## src/rtl/apb_req_arbiter_pkg.sv

```systemverilog
// Shared widths, FSM state type and slave-select helper for the APB arbiter.
package apb_arb_pkg;
   localparam int ADDR_W = 20;
   localparam int DATA_W = 16;
   localparam int STRB_W = 2;

   typedef enum logic [1:0] {
      S_IDLE,
      S_SETUP,
      S_ACCESS
   } state_t;

   // Upper address bit picks one of two slaves.
   function automatic logic [1:0] slave_sel(input logic msb);
      return msb ? 2'b10 : 2'b01;
   endfunction
endpackage

```

## src/rtl/apb_req_arbiter_if.sv

```systemverilog
// APB bus bundle between the arbiter (master) and its slaves.
interface apb_req_arbiter_if;
   import apb_arb_pkg::*;

   logic [1:0]        psel;
   logic              penable;
   logic [ADDR_W-1:0] paddr;
   logic [DATA_W-1:0] pwdata;
   logic              pwrite;
   logic [STRB_W-1:0] pstrb;
   logic [DATA_W-1:0] prdata;
   logic              pready;
   logic              pslverr;

   modport master (
      output psel, penable, paddr,
      output pwdata, pwrite, pstrb,
      input  prdata, pready, pslverr
   );

   modport slave (
      input  psel, penable, paddr,
      input  pwdata, pwrite, pstrb,
      output prdata, pready, pslverr
   );
endinterface

```

## src/rtl/apb_rr_arb.sv

```systemverilog
// Two-way round-robin grant: with both valid, favour the one not granted last.
module apb_rr_arb (
   input  logic       valid0,
   input  logic       valid1,
   input  logic       en,
   input  logic       last_gnt,
   output logic [1:0] gnt
);
   always_comb begin
      gnt = 2'b00;
      if (en) begin
         unique case (1'b1)
            (valid0 && valid1):  gnt = last_gnt ? 2'b01 : 2'b10;
            (valid0 && !valid1): gnt = 2'b01;
            (!valid0 && valid1): gnt = 2'b10;
            default:             gnt = 2'b00;
         endcase
      end
   end
endmodule

```

## src/rtl/apb_req_arbiter.sv

```systemverilog
// Two-requester APB master arbiter; define APB_ARB_TIMEOUT_EN for ACCESS timeout.
module apb_req_arbiter
   import apb_arb_pkg::*;
#(
   parameter int TIMEOUT_CYCLES = 16
) (
   input  logic              clk,
   input  logic              reset_n,
   input  logic              req0_valid,
   input  logic [ADDR_W-1:0] req0_addr,
   input  logic [DATA_W-1:0] req0_wdata,
   input  logic              req0_write,
   input  logic [STRB_W-1:0] req0_strb,
   output logic              req0_ready,
   output logic              req0_done,
   output logic [DATA_W-1:0] req0_rdata,
   output logic              req0_err,
   input  logic              req1_valid,
   input  logic [ADDR_W-1:0] req1_addr,
   input  logic [DATA_W-1:0] req1_wdata,
   input  logic              req1_write,
   input  logic [STRB_W-1:0] req1_strb,
   output logic              req1_ready,
   output logic              req1_done,
   output logic [DATA_W-1:0] req1_rdata,
   output logic              req1_err,
   apb_req_arbiter_if.master apb
);
   if (TIMEOUT_CYCLES < 1) begin : g_bad_cfg
      $error("TIMEOUT_CYCLES must be at least 1");
   end

   state_t state, nxt;
   logic [1:0] gnt;
   logic gnt_en, fin, tout;
   logic owner, rr_last, run_q;
   logic [ADDR_W-1:0] addr_q;
   logic [DATA_W-1:0] wdata_q;
   logic wr_q;
   logic [STRB_W-1:0] strb_q;
   logic [1:0] done_q, err_q;
   logic [1:0][DATA_W-1:0] rdata_q;

`ifdef APB_ARB_TIMEOUT_EN
   localparam int TW = $clog2(TIMEOUT_CYCLES + 1);
   logic [TW-1:0] tcnt;
   logic t_hit;
   assign t_hit = (tcnt == TW'(TIMEOUT_CYCLES - 1));
`endif

   apb_rr_arb u_rr (
      .valid0   (req0_valid),
      .valid1   (req1_valid),
      .en       (gnt_en),
      .last_gnt (rr_last),
      .gnt      (gnt)
   );

   always_ff @(posedge clk or negedge reset_n) begin
      if (!reset_n) state <= S_IDLE;
      else          state <= nxt;
   end

   always_comb begin
      nxt    = state;
      gnt_en = 1'b0;
      fin    = 1'b0;
      tout   = 1'b0;
      case (state)
         S_IDLE: begin
            gnt_en = run_q;
            if (gnt != 2'b00) nxt = S_SETUP;
         end
         S_SETUP: nxt = S_ACCESS;
         S_ACCESS: begin
            if (apb.pready) begin
               fin = 1'b1;
               nxt = S_IDLE;
            end
`ifdef APB_ARB_TIMEOUT_EN
            else if (t_hit) begin
               fin  = 1'b1;
               tout = 1'b1;
               nxt  = S_IDLE;
            end
`endif
         end
         default: nxt = S_IDLE;
      endcase
   end

   always_ff @(posedge clk or negedge reset_n) begin
      if (!reset_n) begin
         run_q   <= 1'b0;
         rr_last <= 1'b1;
         owner   <= 1'b0;
         addr_q  <= '0;
         wdata_q <= '0;
         wr_q    <= 1'b0;
         strb_q  <= '0;
         done_q  <= '0;
         err_q   <= '0;
         rdata_q <= '0;
      end else begin
         run_q  <= 1'b1;
         done_q <= '0;
         if (gnt[0]) begin
            owner   <= 1'b0;
            rr_last <= 1'b0;
            addr_q  <= req0_addr;
            wdata_q <= req0_wdata;
            wr_q    <= req0_write;
            strb_q  <= req0_strb;
         end else if (gnt[1]) begin
            owner   <= 1'b1;
            rr_last <= 1'b1;
            addr_q  <= req1_addr;
            wdata_q <= req1_wdata;
            wr_q    <= req1_write;
            strb_q  <= req1_strb;
         end
         if (fin) begin
            done_q[owner] <= 1'b1;
            err_q[owner]  <= tout | apb.pslverr;
            if (tout)
               rdata_q[owner] <= '0;
            else if (!wr_q)
               rdata_q[owner] <= apb.prdata;
         end
      end
   end

`ifdef APB_ARB_TIMEOUT_EN
   always_ff @(posedge clk or negedge reset_n) begin
      if (!reset_n)
         tcnt <= '0;
      else if (state == S_ACCESS && !apb.pready && !tout)
         tcnt <= tcnt + 1'b1;
      else
         tcnt <= '0;
   end
`endif

   assign apb.psel    = (state != S_IDLE) ? slave_sel(addr_q[ADDR_W-1]) : 2'b00;
   assign apb.penable = (state == S_ACCESS);
   assign apb.paddr   = addr_q;
   assign apb.pwdata  = wdata_q;
   assign apb.pwrite  = wr_q;
   assign apb.pstrb   = strb_q;

   assign req0_ready = gnt[0];
   assign req1_ready = gnt[1];
   assign req0_done  = done_q[0];
   assign req1_done  = done_q[1];
   assign req0_err   = err_q[0];
   assign req1_err   = err_q[1];
   assign req0_rdata = rdata_q[0];
   assign req1_rdata = rdata_q[1];
endmodule

```

## src/flat_wrapper.sv

```systemverilog
// flat-port wrapper written by rule: the top's interface ports become plain ports
module apb_req_arbiter_flat import apb_arb_pkg::*;
#(
   parameter int TIMEOUT_CYCLES = 16
)
  (clk, reset_n, req0_valid, req0_addr, req0_wdata, req0_write, req0_strb, req0_ready, req0_done, req0_rdata, req0_err, req1_valid, req1_addr, req1_wdata, req1_write, req1_strb, req1_ready, req1_done, req1_rdata, req1_err, apb_psel, apb_penable, apb_paddr, apb_pwdata, apb_pwrite, apb_pstrb, apb_prdata, apb_pready, apb_pslverr);
  apb_req_arbiter_if apb_i ();
  input  logic clk;
  input  logic reset_n;
  input  logic req0_valid;
  input  logic [ADDR_W-1:0] req0_addr;
  input  logic [DATA_W-1:0] req0_wdata;
  input  logic req0_write;
  input  logic [STRB_W-1:0] req0_strb;
  output logic req0_ready;
  output logic req0_done;
  output logic [DATA_W-1:0] req0_rdata;
  output logic req0_err;
  input  logic req1_valid;
  input  logic [ADDR_W-1:0] req1_addr;
  input  logic [DATA_W-1:0] req1_wdata;
  input  logic req1_write;
  input  logic [STRB_W-1:0] req1_strb;
  output logic req1_ready;
  output logic req1_done;
  output logic [DATA_W-1:0] req1_rdata;
  output logic req1_err;
  output wire logic [$bits(apb_i.psel)-1:0] apb_psel;
  output wire logic [$bits(apb_i.penable)-1:0] apb_penable;
  output wire logic [$bits(apb_i.paddr)-1:0] apb_paddr;
  output wire logic [$bits(apb_i.pwdata)-1:0] apb_pwdata;
  output wire logic [$bits(apb_i.pwrite)-1:0] apb_pwrite;
  output wire logic [$bits(apb_i.pstrb)-1:0] apb_pstrb;
  input wire logic [$bits(apb_i.prdata)-1:0] apb_prdata;
  input wire logic [$bits(apb_i.pready)-1:0] apb_pready;
  input wire logic [$bits(apb_i.pslverr)-1:0] apb_pslverr;
  assign apb_psel = apb_i.psel;
  assign apb_penable = apb_i.penable;
  assign apb_paddr = apb_i.paddr;
  assign apb_pwdata = apb_i.pwdata;
  assign apb_pwrite = apb_i.pwrite;
  assign apb_pstrb = apb_i.pstrb;
  assign apb_i.prdata = apb_prdata;
  assign apb_i.pready = apb_pready;
  assign apb_i.pslverr = apb_pslverr;
  apb_req_arbiter #(.TIMEOUT_CYCLES(TIMEOUT_CYCLES)) u_core (.clk(clk), .reset_n(reset_n), .req0_valid(req0_valid), .req0_addr(req0_addr), .req0_wdata(req0_wdata), .req0_write(req0_write), .req0_strb(req0_strb), .req0_ready(req0_ready), .req0_done(req0_done), .req0_rdata(req0_rdata), .req0_err(req0_err), .req1_valid(req1_valid), .req1_addr(req1_addr), .req1_wdata(req1_wdata), .req1_write(req1_write), .req1_strb(req1_strb), .req1_ready(req1_ready), .req1_done(req1_done), .req1_rdata(req1_rdata), .req1_err(req1_err), .apb(apb_i));
endmodule
```

## config.mk

```make
export PLATFORM = sky130hd
export DESIGN_NAME = apb_req_arbiter_flat
export DESIGN_NICKNAME = d
export VERILOG_FILES = /design/src/rtl/apb_req_arbiter_pkg.sv /design/src/rtl/apb_req_arbiter_if.sv /design/src/rtl/apb_rr_arb.sv /design/src/rtl/apb_req_arbiter.sv /design/src/flat_wrapper.sv
export SDC_FILE = /design/constraint.sdc
export NUM_CORES = 1
export LEC_CHECK = 0
export CORE_ASPECT_RATIO = 0.5
export CORE_MARGIN = 2
export CORE_UTILIZATION = 42
export DETAILED_ROUTE_END_ITERATION = 12
export PLACE_DENSITY_LB_ADDON = 0.1
export SETUP_SLACK_MARGIN = 0.02
export SYNTH_ARGS = -nofsm -noshare
export SYNTH_HDL_FRONTEND = slang
export SYNTH_HIERARCHICAL = 1
export SYNTH_SLANG_ARGS = --single-unit
```

## constraint.sdc

```tcl
create_clock -name clk -period 2.8 [get_ports clk]
set_input_delay 0.84 -clock clk [delete_from_list [all_inputs] [get_ports clk]]
set_output_delay 0.84 -clock clk [all_outputs]
set_load 0.05 [all_outputs]
```

==> impl_results.md <==
- Post-route antenna net violation count: 0
- DRC errors left: 0
- Vias/cell: 4.72
- Initial Util: 42.9%
- Most area-consuming cells after synthesis: dfrtp_1 58%, mux2i_1 12%, mux2_2 8.0%
- DRT iter0 DRCs: 95
- Layout Utilization: 71.6%
- Final setup fails: 0
- Mapped Nets: 371
- First-pass GRT wire length: 13.6 mm
- Worst hold slack: 0.504 ns
- Worst Tran Pin Value: 0.677 ns
- WP data arrival: 1.86 ns
- Area Overhead vs Synth: 66.8%
- Adder-Cell Fraction of Synth Area: 0%
- GRT Total Usage: 19.9%
- H-tree depth: 3
- FF-to-FF End: u_core/apb.paddr[13]
- Critical path endpoint category: primary output
- Hold path start: u_core/req1_rdata[14]
- Final hold vios: 0
- Yosys cell types: 24
- Post-CTS sizing: 0
- Mux share of post-synthesis cell area: 24.2%
- Power Internal: 4080 uW
- Worst VDD drop: 0.634 mV
- R2r worst-path depth: 6
- Simple-Gate Fraction of Synth Area: 7.36%
- RSZ-0062 raised after global routing: false
- Yosys top cell by area: dfrtp_1
- Asr flop ratio synth: 100%
- Post-Synth XOR/XNOR Area: 0%
- Initial antenna violation count: 0
- Synthesis Warnings: 6
- Sw Ratio: 46.2%
- R2R setup slack: 0.59 ns
- CTS max path bufs: 2
- Most numerous cell in the Yosys netlist: dfrtp_1
- Diodes inserted: 0
- Root Buffer: clkbuf_16
- Share of Yosys cell area claimed by the top area cell type: 58.2%
- Port Buf Inserts: 179
- Top_reg_cell synth: dfrtp_1
- CTS tree: built
- # Max-Cap Violations: 0
- Worst Hold Path EP: u_core/req1_rdata[14]
- Mapped cell area: 3400 sq um
- Startpoint type of the worst setup path: flop
- Die area: 8870 sq um
- P_sw: 3500 uW
- Worst-Skew Late Latency: 0.33 ns
- Clk network pwr share: 16.0%
- Die Wd: 131 microns
- Combinational Power Share: 56.7%
- Largest family of logic cells by synthesized area: multiplexers
- Status: finished clean
- Vias in the first global route: 2773
- I/O Pins: 180
- Fillcell total: 524
- Sequential share of the synthesized area: 58.9%
- Grt total ovfl: 0
- Rows: 23
- Sequential Power Share: 27.2%
- Post-Syn Instances: 271
- Fin crit period: 2.70 ns
- Core area: 7910 sq um
- Critical path fanouts, max: 6
- Drt first pass iters: 4
- Largest net degree at the start of global routing: 82
- CTS Buf Count: 9
- Number of enable flip-flop cells after synthesis: 0
- # hold bufs at CTS: 0
- Final Max Tran Viols: 0
- Setup CP Type: reg2out
- Routability cong.: 0.738
- Setup TNS: 0 ns
- Hold Path Class: reg2reg
- Vias: 2678
- Post-synthesis compound-gate area fraction: 6.26%
- FMAX: 370 MHz
- Final wirelength: 8.79 mm
- Clk pin slew, worst setup/hold paths: 0.05 ns
- Hold depth: 1
- CP required: 1.96 ns
- Per-cell routed wire length: 15.5 microns
- Layout cell share with drive strength beyond 1: 14.1%
- Clock sink total: 80
- Leakage: 0.00229 uW
- Die height: 67.6 microns
- Average size of a mapped cell: 12.5 sq um
- Crit Reg-Reg Startpoint: u_core/state[1]
- #FFs+latches synth: 80
- Worst rel slew slack: 54.9%
- # nets final: 550
- Power per standard cell area: 1340 nW/um^2
- Tcrit/Tclk final: 96.4%
- Post-CTS Setup Repair Bufs: 0
- HPWL after detailed placement: 6.38 mm
- Synth top cells by count: 79 x dfrtp_1, 41 x nand2_1, 40 x mux2i_1
- Worst clock skew: 0.00349 ns
power by group through the flow:
stage                     logic, uW  clock network [uW]  registers, uW
after global placement         4240                   0           2060
after global routing           4480                1290           2140
final                          4300                1210           2060
after CTS                      4330                1240           2070
after floorplan                 934                   0           3890
after detailed placement       4330                   0           2070
through the flow:
stage	cell area [sq um]	instances	setup WS, ns	power [uW]
2_1_floorplan	3400	271	0.160	4820
3_3_place_gp	5350	551	0.141	6290
3_5_place_dp	5350	551	0.105	6390
4_1_cts	5670	567	0.0925	7650
5_1_grt	5670	567	0.0348	7920
6_report	5670	567	0.101	7580
layer usage:
layer	GRT usage, %	wire, microns
met5	0	0
met4	5.98	110
met3	6.16	487
met2	36.7	4550
met1	22.9	3640
worst max-delay path by stage:
stage | startpoint | end | cells past startpoint
after global routing | u_core/state[0] | apb_psel[0] | 3
after detailed placement | req1_valid | req1_ready | 4
after floorplan | req1_valid | u_core/apb.pwrite | 6
after CTS | req1_valid | req1_ready | 4
final | u_core/state[1] | apb_psel[1] | 3
after global placement | req1_valid | req1_ready | 4
cells by family (layout without fill, tap and decap cells):
kind of cell,Yosys count,count (layout)
other,1,1
and+or+nand+nor,55,55
DFF,80,80
muxes,74,74
AOI/OAI and AO/OA,42,42
buffers and inverters,19,203
registers in the layout, summed over array words and instances, names as in the netlist, 2 cells and up:
register           cells
u_core/req1_rdata     16
u_core/req0_rdata     16
u_core/err_q           2
u_core/apb.paddr      20
u_core/apb.pstrb       2
u_core/done_q          2
u_core/state           2
u_core/apb.pwdata     16
critical path, stage by stage (launching register included):
cell,delay (ns)
dfrtp_1,0.43
nor2_1,0.30
nor2b_1,0.09
clkdlybuf4s50_1,0.71
layout by cell type, fill, tap and decap left out, drive strengths merged, types with 7 or more instances in the layout:
cell	synthesis	final
nand2	41	41
clkdlybuf4s50	0	176
mux2	34	34
o21ai	39	39
nor2	7	7
clkbuf	10	11
buf	7	9
dfrtp	79	79
mux2i	40	40
cell type report:
cell class,count,area (sq um),area share [%]
clock buffer,11,233,4.11
clock inverter,5,81.3,1.44
inverter,2,7.51,0.132
multi-input combinational,172,1310,23.1
sequential,80,2000,35.3
tap,112,140,2.47
timing repair buffer,185,1890,33.4
No activity file was read; power rests on OpenSTA's default activity.
